File: src/rtl/packet_serializer_tx_pkg.sv
// Shared UART TX definitions: FSM encodings, line constants and default clocking.
// The receive side uses the same CLK_FREQ/BAUD_RATE defaults.
package packet_serializer_tx_pkg;

    typedef enum logic [2:0] {
        ST_IDLE   = 3'd0,
        ST_START  = 3'd1,
        ST_DATA   = 3'd2,
        ST_PARITY = 3'd3,
        ST_STOP   = 3'd4
    } tx_state_t;

    localparam logic UART_IDLE_LEVEL    = 1'b1;
    localparam int   UART_DATA_BITS     = 8;
    localparam int   UART_CLK_FREQ_DEF  = 50;
    localparam int   UART_BAUD_RATE_DEF = 9600;

    function automatic int clks_per_bit(input int clk_mhz, input int baud);
        return clk_mhz * 1_000_000 / baud;
    endfunction

endpackage

File: src/rtl/packet_serializer_tx_uart_baud_tick.sv
// Bit-period timer: counts 0..CLKS_PER_BIT-1 and flags the last cycle of each bit.
// Cleared on every FSM state entry so each state holds txd for exactly one bit period.
module uart_baud_tick #(
    parameter int CLKS_PER_BIT = 4
) (
    input  logic clk,
    input  logic reset,
    input  logic clear,
    output logic bit_end
);

    localparam int CW = (CLKS_PER_BIT > 1) ? $clog2(CLKS_PER_BIT) : 1;

    logic [CW-1:0] baud_cnt;

    assign bit_end = (baud_cnt == CW'(CLKS_PER_BIT - 1));

    always_ff @(posedge clk or posedge reset) begin
        if (reset) begin
            baud_cnt <= '0;
        end else if (clear || bit_end) begin
            baud_cnt <= '0;
        end else begin
            baud_cnt <= baud_cnt + CW'(1);
        end
    end

endmodule

File: src/rtl/packet_serializer_tx.sv
// Word-to-UART serializer: sends NUM_BYTE bytes LSB-first as 8N1 frames, even parity
// inserted when UART_TX_PARITY_EN is defined. Accepts a word only while idle.
module packet_serializer_tx
    import packet_serializer_tx_pkg::*;
#(
    parameter int CLK_FREQ  = UART_CLK_FREQ_DEF,
    parameter int BAUD_RATE = UART_BAUD_RATE_DEF,
    parameter int NUM_BYTE  = 4,
    parameter int WIDTH     = NUM_BYTE * 8
) (
    input  logic             clk,
    input  logic             reset,
    input  logic [WIDTH-1:0] packet_data,
    input  logic             packet_valid,
    output logic             packet_ready,
    output logic             txd,
    output logic             busy,
    output logic             byte_done
);

    localparam int CLKS_PER_BIT = clks_per_bit(CLK_FREQ, BAUD_RATE);
    localparam int BW           = (NUM_BYTE > 1) ? $clog2(NUM_BYTE) : 1;

    tx_state_t        state, next_state;
    logic             bit_end;
    logic             txd_d;
    logic [WIDTH-1:0] shift;
    logic [2:0]       bit_cnt;
    logic [BW-1:0]    byte_cnt;
    logic             last_bit, last_byte;
`ifdef UART_TX_PARITY_EN
    logic             parity_bit;
`endif

    assign last_bit  = (bit_cnt == 3'(UART_DATA_BITS - 1));
    assign last_byte = (byte_cnt == BW'(NUM_BYTE - 1));

    uart_baud_tick #(.CLKS_PER_BIT(CLKS_PER_BIT)) u_baud_tick (
        .clk     (clk),
        .reset   (reset),
        .clear   (next_state != state),
        .bit_end (bit_end)
    );

    always_ff @(posedge clk or posedge reset) begin
        if (reset) begin
            state <= ST_IDLE;
        end else begin
            state <= next_state;
        end
    end

    always_comb begin
        next_state = state;
        case (state)
            ST_IDLE:  if (packet_valid) next_state = ST_START;
            ST_START: if (bit_end) next_state = ST_DATA;
`ifdef UART_TX_PARITY_EN
            ST_DATA:   if (bit_end && last_bit) next_state = ST_PARITY;
            ST_PARITY: if (bit_end) next_state = ST_STOP;
`else
            ST_DATA:   if (bit_end && last_bit) next_state = ST_STOP;
`endif
            ST_STOP:  if (bit_end) next_state = last_byte ? ST_IDLE : ST_START;
            default:  next_state = ST_IDLE;
        endcase
    end

    // txd_d is the line level for the next cycle, so txd changes on the transition edge itself.
    always_comb begin
        txd_d        = txd;
        packet_ready = (state == ST_IDLE);
        busy         = (state != ST_IDLE);
        byte_done    = (state == ST_STOP) && bit_end;
        case (state)
            ST_IDLE:  if (packet_valid) txd_d = 1'b0;
            ST_START: if (bit_end) txd_d = shift[0];
            ST_DATA: begin
                if (bit_end) begin
`ifdef UART_TX_PARITY_EN
                    txd_d = last_bit ? parity_bit : shift[1];
`else
                    txd_d = last_bit ? UART_IDLE_LEVEL : shift[1];
`endif
                end
            end
`ifdef UART_TX_PARITY_EN
            ST_PARITY: if (bit_end) txd_d = UART_IDLE_LEVEL;
`endif
            ST_STOP:  if (bit_end) txd_d = last_byte ? UART_IDLE_LEVEL : 1'b0;
            default:  txd_d = UART_IDLE_LEVEL;
        endcase
    end

    // After 8 shifts per byte the next byte sits at shift[7:0].
    always_ff @(posedge clk or posedge reset) begin
        if (reset) begin
            txd      <= UART_IDLE_LEVEL;
            shift    <= '0;
            bit_cnt  <= '0;
            byte_cnt <= '0;
`ifdef UART_TX_PARITY_EN
            parity_bit <= 1'b0;
`endif
        end else begin
            txd <= txd_d;
            case (state)
                ST_IDLE: begin
                    if (packet_valid) begin
                        shift    <= packet_data;
                        bit_cnt  <= '0;
                        byte_cnt <= '0;
                    end
                end
                ST_START: begin
                    if (bit_end) begin
                        bit_cnt <= '0;
`ifdef UART_TX_PARITY_EN
                        parity_bit <= ^shift[7:0];
`endif
                    end
                end
                ST_DATA: begin
                    if (bit_end) begin
                        shift   <= shift >> 1;
                        bit_cnt <= bit_cnt + 3'd1;
                    end
                end
                ST_STOP: begin
                    if (bit_end && !last_byte) byte_cnt <= byte_cnt + BW'(1);
                end
                default: ;
            endcase
        end
    end

endmodule

File: config.mk
export PLATFORM = sky130hd
export DESIGN_NAME = packet_serializer_tx
export DESIGN_NICKNAME = d
export VERILOG_FILES = /design/src/rtl/packet_serializer_tx_pkg.sv /design/src/rtl/packet_serializer_tx_uart_baud_tick.sv /design/src/rtl/packet_serializer_tx.sv
export SDC_FILE = /design/constraint.sdc
export NUM_CORES = 1
export LEC_CHECK = 0
export CORE_MARGIN = 2
export CORE_UTILIZATION = 40
export DETAILED_ROUTE_END_ITERATION = 7
export GPL_ROUTABILITY_DRIVEN = 0
export PLACE_DENSITY = 0.71
export SYNTH_ARGS = -nofsm -noshare
export SYNTH_HDL_FRONTEND = slang
export SYNTH_SLANG_ARGS = --single-unit
File: constraint.sdc
create_clock -name clk -period 5.6 [get_ports clk]
set_clock_uncertainty 0.15 [all_clocks]
set_input_delay 1.4 -clock clk [delete_from_list [all_inputs] [get_ports clk]]
set_output_delay 1.4 -clock clk [all_outputs]
set_load 0.05 [all_outputs]
==> results.yml, run 1 <==
cells_and_area:
  fillers: 627
  stdcell_area_um2: 3400
  fin_nets: 299
  area_growth_pct: 18.5
  n_antenna_cell: 0
  post-route-util: 0.495
  drive_gt1_frac: 0.319
place:
  io_buffers: 38
  dp.final_hpwl_um: 3280
  place_area_um2: 3320
run:
  maxCapViolCount: 0
logic_synthesis:
  netlist_instances: 224
  synthArstFlopShare: 1.00
  synth_edf_count: 0
  yosys.area.top_type_share: 0.462
  ys_seq_elements: 54
  synth_ff_type: "dfrtp_1"
  yosys.area.top_type: "dfrtp_1"
  synth_cell_types: 41
  syn_area_um2: 2870
  syn_nets: 263
  ys_top_cells_by_count: "dfrtp_1, mux2_2, mux2_4"
  synth_most_common_cell: "dfrtp_1"
  ys_seq_area_frac: 0.471
  synth_warnings: 0
  yosys-top-cells-area: "dfrtp_1, mux2_2, mux2_4"
  syn_avg_cell_area_um2: 12.8
worst_hold_path:
  hp-class: "reg2reg"
  min_from: "u_baud_tick.baud_cnt[0]"
setup_path:
  crit_type: "reg2out"
  slowest_stage: "clkdlybuf4s50_1"
  cp-start-kind: "register"
  worstPathArrival_ps: 2580
  path_buf_inv: 1
  slowest_delay_ps: 840
  endpoint_kind: "output port"
  r2r-start: "u_baud_tick.baud_cnt[0]"
  cp-startpoint: "u_baud_tick.baud_cnt[0]"
  path_delay_family: "simple AND/OR/NAND/NOR gates"
  cp.required_ps: 4050
  path_cells: "ha_1, nor4bb_2, and3_4, nor4bb_1, clkdlybuf4s50_1"
  critical_path.max_fanout: 11
global_routing:
  grt_use_total: 0.135
  grtUsageMet2: 0.186
  antenna_found_initial: 0
  grt_pass1_vias: 1695
  grt_pass1_wl_um: 8120
  groute.layer.met1.usage: 0.200
  grt.met3_usage: 0.0289
  grt_max_degree: 55
  top_usage_layer: "met1"
  grt_overflow: 0
detailed_routing:
  route.detailed.drc: 0
  avgViaCountPerCell: 4.85
  antenna_left: 0
  num_vias: 1726
  drtIter0Drc: 85
  routedWlPerCell_um: 13.5
  drtPass1Iterations: 4
  postRouteWirelength_um: 4810
power:
  power_w: 0.000683
  ir_drop_uv: 90.0
  p_per_area_nw_per_um2: 201
  p_leak_nw: 1.53
timing:
  slew_violations: 0
  finalCriticalPeriod_ps: 4130
  setup_tns_ps: 0
  rsz0062_at_grt: "no"
  hold_slack_ps: 315
  setup_viol: 0
  finalHoldViolCount: 0
  max_clock_freq_mhz: 242
  maxSlewHeadroom: 0.549
  post-route-period-util: 0.737
  worst_pin_slew_ps: 677
floorplan:
  coreArea_um2: 6870
  initial_core_util: 0.418
  fp-row-count: 30
  io_pins: 39
  die_x_um: 88.7
  die_area_um2: 7870
  die_h_um: 88.7
clock_tree:
  cts_tree: "built"
  post_cts_buffers: 0
  cts_sinks: 54
  ctsHoldBuffers: 0
  post_cts_resized: 0
  path_clk_slew_ps: 90
  cts-root-buf: "clkbuf_8"
  clock_latency_ps: 300
  cts_max_level: 2
  clockBufferDepth: 2
  cts_buffers: 5
outcome:
  status: "finished clean"
[where the power goes]
group | internal, W | total, W | switching [W]
sequential | 0.000402 | 0.000409 | 0.00000684
combinational | 0.0000443 | 0.0000627 | 0.0000183
clock | 0.0000857 | 0.000212 | 0.000126
total | 0.000532 | 0.000683 | 0.000151
[metal layers]
metal  wire length (um)  vias to the layer above
li1                   -                      859
met3                127                        5
met2               2140                       25
met4                 83                        0
met5                  0                        -
met1               2460                      837
[cells in the final DEF, fill, tap and decap left out, types with 2 or more instances in the layout]
master | Yosys | final
dfrtp_1 | 53 | 53
or3b_1 | 2 | 2
clkinvlp_4 | 0 | 2
buf_4 | 0 | 3
a21oi_1 | 2 | 2
clkdlybuf4s50_1 | 0 | 38
nor2_1 | 18 | 18
ha_1 | 4 | 4
nand3_1 | 8 | 8
nand2_1 | 9 | 9
xor2_1 | 2 | 2
nor4_1 | 2 | 2
nand4_1 | 2 | 2
mux2i_1 | 2 | 2
mux2_2 | 36 | 36
a32o_1 | 2 | 2
xnor2_1 | 9 | 9
clkbuf_8 | 0 | 5
mux2_4 | 26 | 26
or3b_2 | 2 | 2
nor3_1 | 6 | 6
inv_1 | 6 | 5
[sequential cells by signal (all words and copies together) (netlist names)]
name and flops:
byte_cnt 2, state 3, bit_cnt 3, u_baud_tick.baud_cnt 13
shift 32, txd 1
[worst paths after layout]
path	slack, ps	end	cells past startpoint
worst min-delay path	310	u_baud_tick.baud_cnt[0]	1
min in group asynchronous	1440	u_baud_tick.baud_cnt[6]	3
max in group asynchronous	3410	byte_cnt[0]	3
worst max register to register	2900	shift[4]	6
worst max-delay path	1470	byte_done	5
worst min register to register	310	u_baud_tick.baud_cnt[0]	1
[logic make-up (layout without fill, tap and decap cells)]
family,after synthesis,count (layout),synth area share
multiplexers,64,64,0.284
AND/OR/NAND/NOR,60,60,0.120
flip-flops,54,54,0.471
buffers and inverters,18,54,0.0362
AO/OA/AOI/OAI,13,13,0.0371
XOR/XNOR,11,11,0.0336
adder cells (fa/ha/maj),4,4,0.0174
[final cells by class]
cell class                 instances  area [um^2]  share of cell area
timing repair buffer              41          403               0.119
tap                               96          120              0.0353
clock inverter                     2         15.0             0.00442
clock buffer                       5         68.8              0.0202
inverter                           6         22.5             0.00662
sequential                        54         1350               0.398
multi-input combinational        152         1420               0.417
[per-stage QoR]
step                      instances  setup slack [ps]
final                           356              1470
after global routing            356              1280
after CTS                       356              1450
after detailed placement        349              1790
after global placement          349              1810
after floorplan                 224              1340
(Power assumes the default switching activity.)
==> run 2, diff against run 1 <==
- clock period: 5.6 -> 4.3 ns (I/O delays scaled with it)
==> run 2 against run 1 <==
  * Combinational power up 30%
  * Wire length is 0.31% lower
  * Global-route usage grew 0.060 points
  * Setup slack got worse by 970 ps
  * Flip-flop and latch count is the same
  * Cell area is 0.40% higher
  * Sequential share of layout area down 0.16 points
  * Clock-buffer cell count unchanged
  * Critical path depth did not move
  * Worst hold slack got worse by 0.79 ps
  * Core utilization grew 0.20 points
  * Critical path type unchanged
  * Critical endpoint unchanged
  * Highest routed layer unchanged
==> results.yml, run 2 (synthesis results as in run 1) <==
outcome:
  status: "finished clean"
timing:
  setup_tns_ps: 0
  rsz0062_at_grt: "no"
  slew_violations: 0
  finalCriticalPeriod_ps: 3800
  hold_slack_ps: 314
  maxSlewHeadroom: 0.555
  worst_pin_slew_ps: 667
  finalHoldViolCount: 0
  setup_viol: 0
  max_clock_freq_mhz: 263
  post-route-period-util: 0.884
setup_path:
  cp-start-kind: "register"
  r2r-end: "shift[28]"
  reg2regPathDepth: 6
  path_cells: "ha_1, nor4bb_2, and3_4, nor4bb_1, clkdlybuf4s50_1"
  cp.required_ps: 3070
  critical_path.max_fanout: 11
  crit_type: "reg2out"
  slowest_stage: "clkdlybuf4s50_1"
  reg2reg_slack_ps: 1830
  worstPathArrival_ps: 2580
  endpoint_kind: "output port"
  slowest_delay_ps: 840
  r2r-start: "u_baud_tick.baud_cnt[0]"
floorplan:
  initial_core_util: 0.418
  die_h_um: 88.7
  coreArea_um2: 6870
  die_area_um2: 7870
  fp-row-count: 30
  die_x_um: 88.7
  io_pins: 39
global_routing:
  antenna_found_initial: 0
  grt_max_degree: 36
  grt_pass1_vias: 1770
  grt_pass1_wl_um: 8220
  grt_use_total: 0.135
  grt_overflow: 0
power:
  ir_drop_uv: 118
  p_per_area_nw_per_um2: 263
  power_w: 0.000897
  p_leak_nw: 1.54
cells_and_area:
  final_cell_mix: "dfrtp_1, clkdlybuf4s50_1, mux2_2, mux2_4, nor2_1"
  fillers: 615
  drive_gt1_frac: 0.324
  largest_register_ffs: 32
  largestRegisters: "shift (32), u_baud_tick.baud_cnt (13)"
  regMostFlops: "shift"
  final_common_cell: "dfrtp_1"
  fin_nets: 300
  area_growth_pct: 19.0
  n_antenna_cell: 0
clock_tree:
  cts_sinks: 54
  cts-root-buf: "clkbuf_8"
  cts_tree: "built"
  cts_max_level: 2
  ctsHoldBuffers: 0
  path_clk_slew_ps: 90
  post_cts_buffers: 0
  clockBufferDepth: 2
  post_cts_resized: 0
  cts_buffers: 5
  clock_latency_ps: 310
place:
  io_buffers: 38
  dp.final_hpwl_um: 3480
worst_hold_path:
  min_to: "u_baud_tick.baud_cnt[0]"
  hp-class: "reg2reg"
  min_from: "u_baud_tick.baud_cnt[0]"
  holdPathStages: 1
detailed_routing:
  antenna_left: 0
  drtPass1Iterations: 4
  num_vias: 1741
  postRouteWirelength_um: 4800
  routedWlPerCell_um: 13.4
  avgViaCountPerCell: 4.86
  drtIter0Drc: 58
  route.detailed.drc: 0
run:
  maxCapViolCount: 0
run 2: cell count changes in the layout (fill, tap and decap cells not counted):
cell        delta
buf_4          +1
clkinv_2       +1
clkinv_4       +1
clkinvlp_4     -1
run 2: stage by stage:
stage | instance area [um^2] | setup slack [ps] | util | instances
6_report | 3410 | 497 | 0.497 | 358
3_3_place_gp | 3320 | 834 | 0.484 | 350
2_1_floorplan | 2870 | 363 | - | 224
4_1_cts | 3410 | 468 | 0.497 | 358
5_1_grt | 3410 | 372 | 0.497 | 358
3_5_place_dp | 3320 | 810 | 0.484 | 350
run 2: layout make-up:
class / instances / area [um^2] / area share
Tap cell: 96 / 120 / 0.0352
Inverter: 6 / 22.5 / 0.00660
Multi-Input combinational cell: 152 / 1420 / 0.415
Clock inverter: 3 / 21.3 / 0.00623
Sequential cell: 54 / 1350 / 0.396
Clock buffer: 5 / 68.8 / 0.0202
Timing Repair Buffer: 42 / 410 / 0.120
run 2: power breakdown:
group          internal (W)  total (W)  leakage, nW  switching, W
Combinational     0.0000577  0.0000817        0.808     0.0000239
Sequential         0.000524   0.000533        0.686    0.00000905
Clock              0.000115   0.000283       0.0441      0.000168
run 2: worst max-delay path, delay by kind of cell, from the launching register on:
family,cells,cell delay [ps]
adders and majority gates,1,220
buffers and inverters,1,840
and+or+nand+nor,3,840
DFF,1,380
run 2: worst max path at each step:
| stage | start | to | slack (ps) |
|---|---|---|---|
| floorplan | u_baud_tick.baud_cnt[0] | byte_done | 360 |
| global placement | u_baud_tick.baud_cnt[0] | byte_done | 830 |
| detailed placement | u_baud_tick.baud_cnt[0] | byte_done | 810 |
| CTS | u_baud_tick.baud_cnt[0] | byte_done | 470 |
| global route | u_baud_tick.baud_cnt[0] | byte_done | 370 |
| finish | u_baud_tick.baud_cnt[0] | byte_done | 500 |
run 2: metal layers:
layer / track usage / part of all wire
met1: 0.181 / 0.48
met2: 0.211 / 0.47
met3: 0.0364 / 0.034
met4: 0.0496 / 0.017
met5: 0 / 0
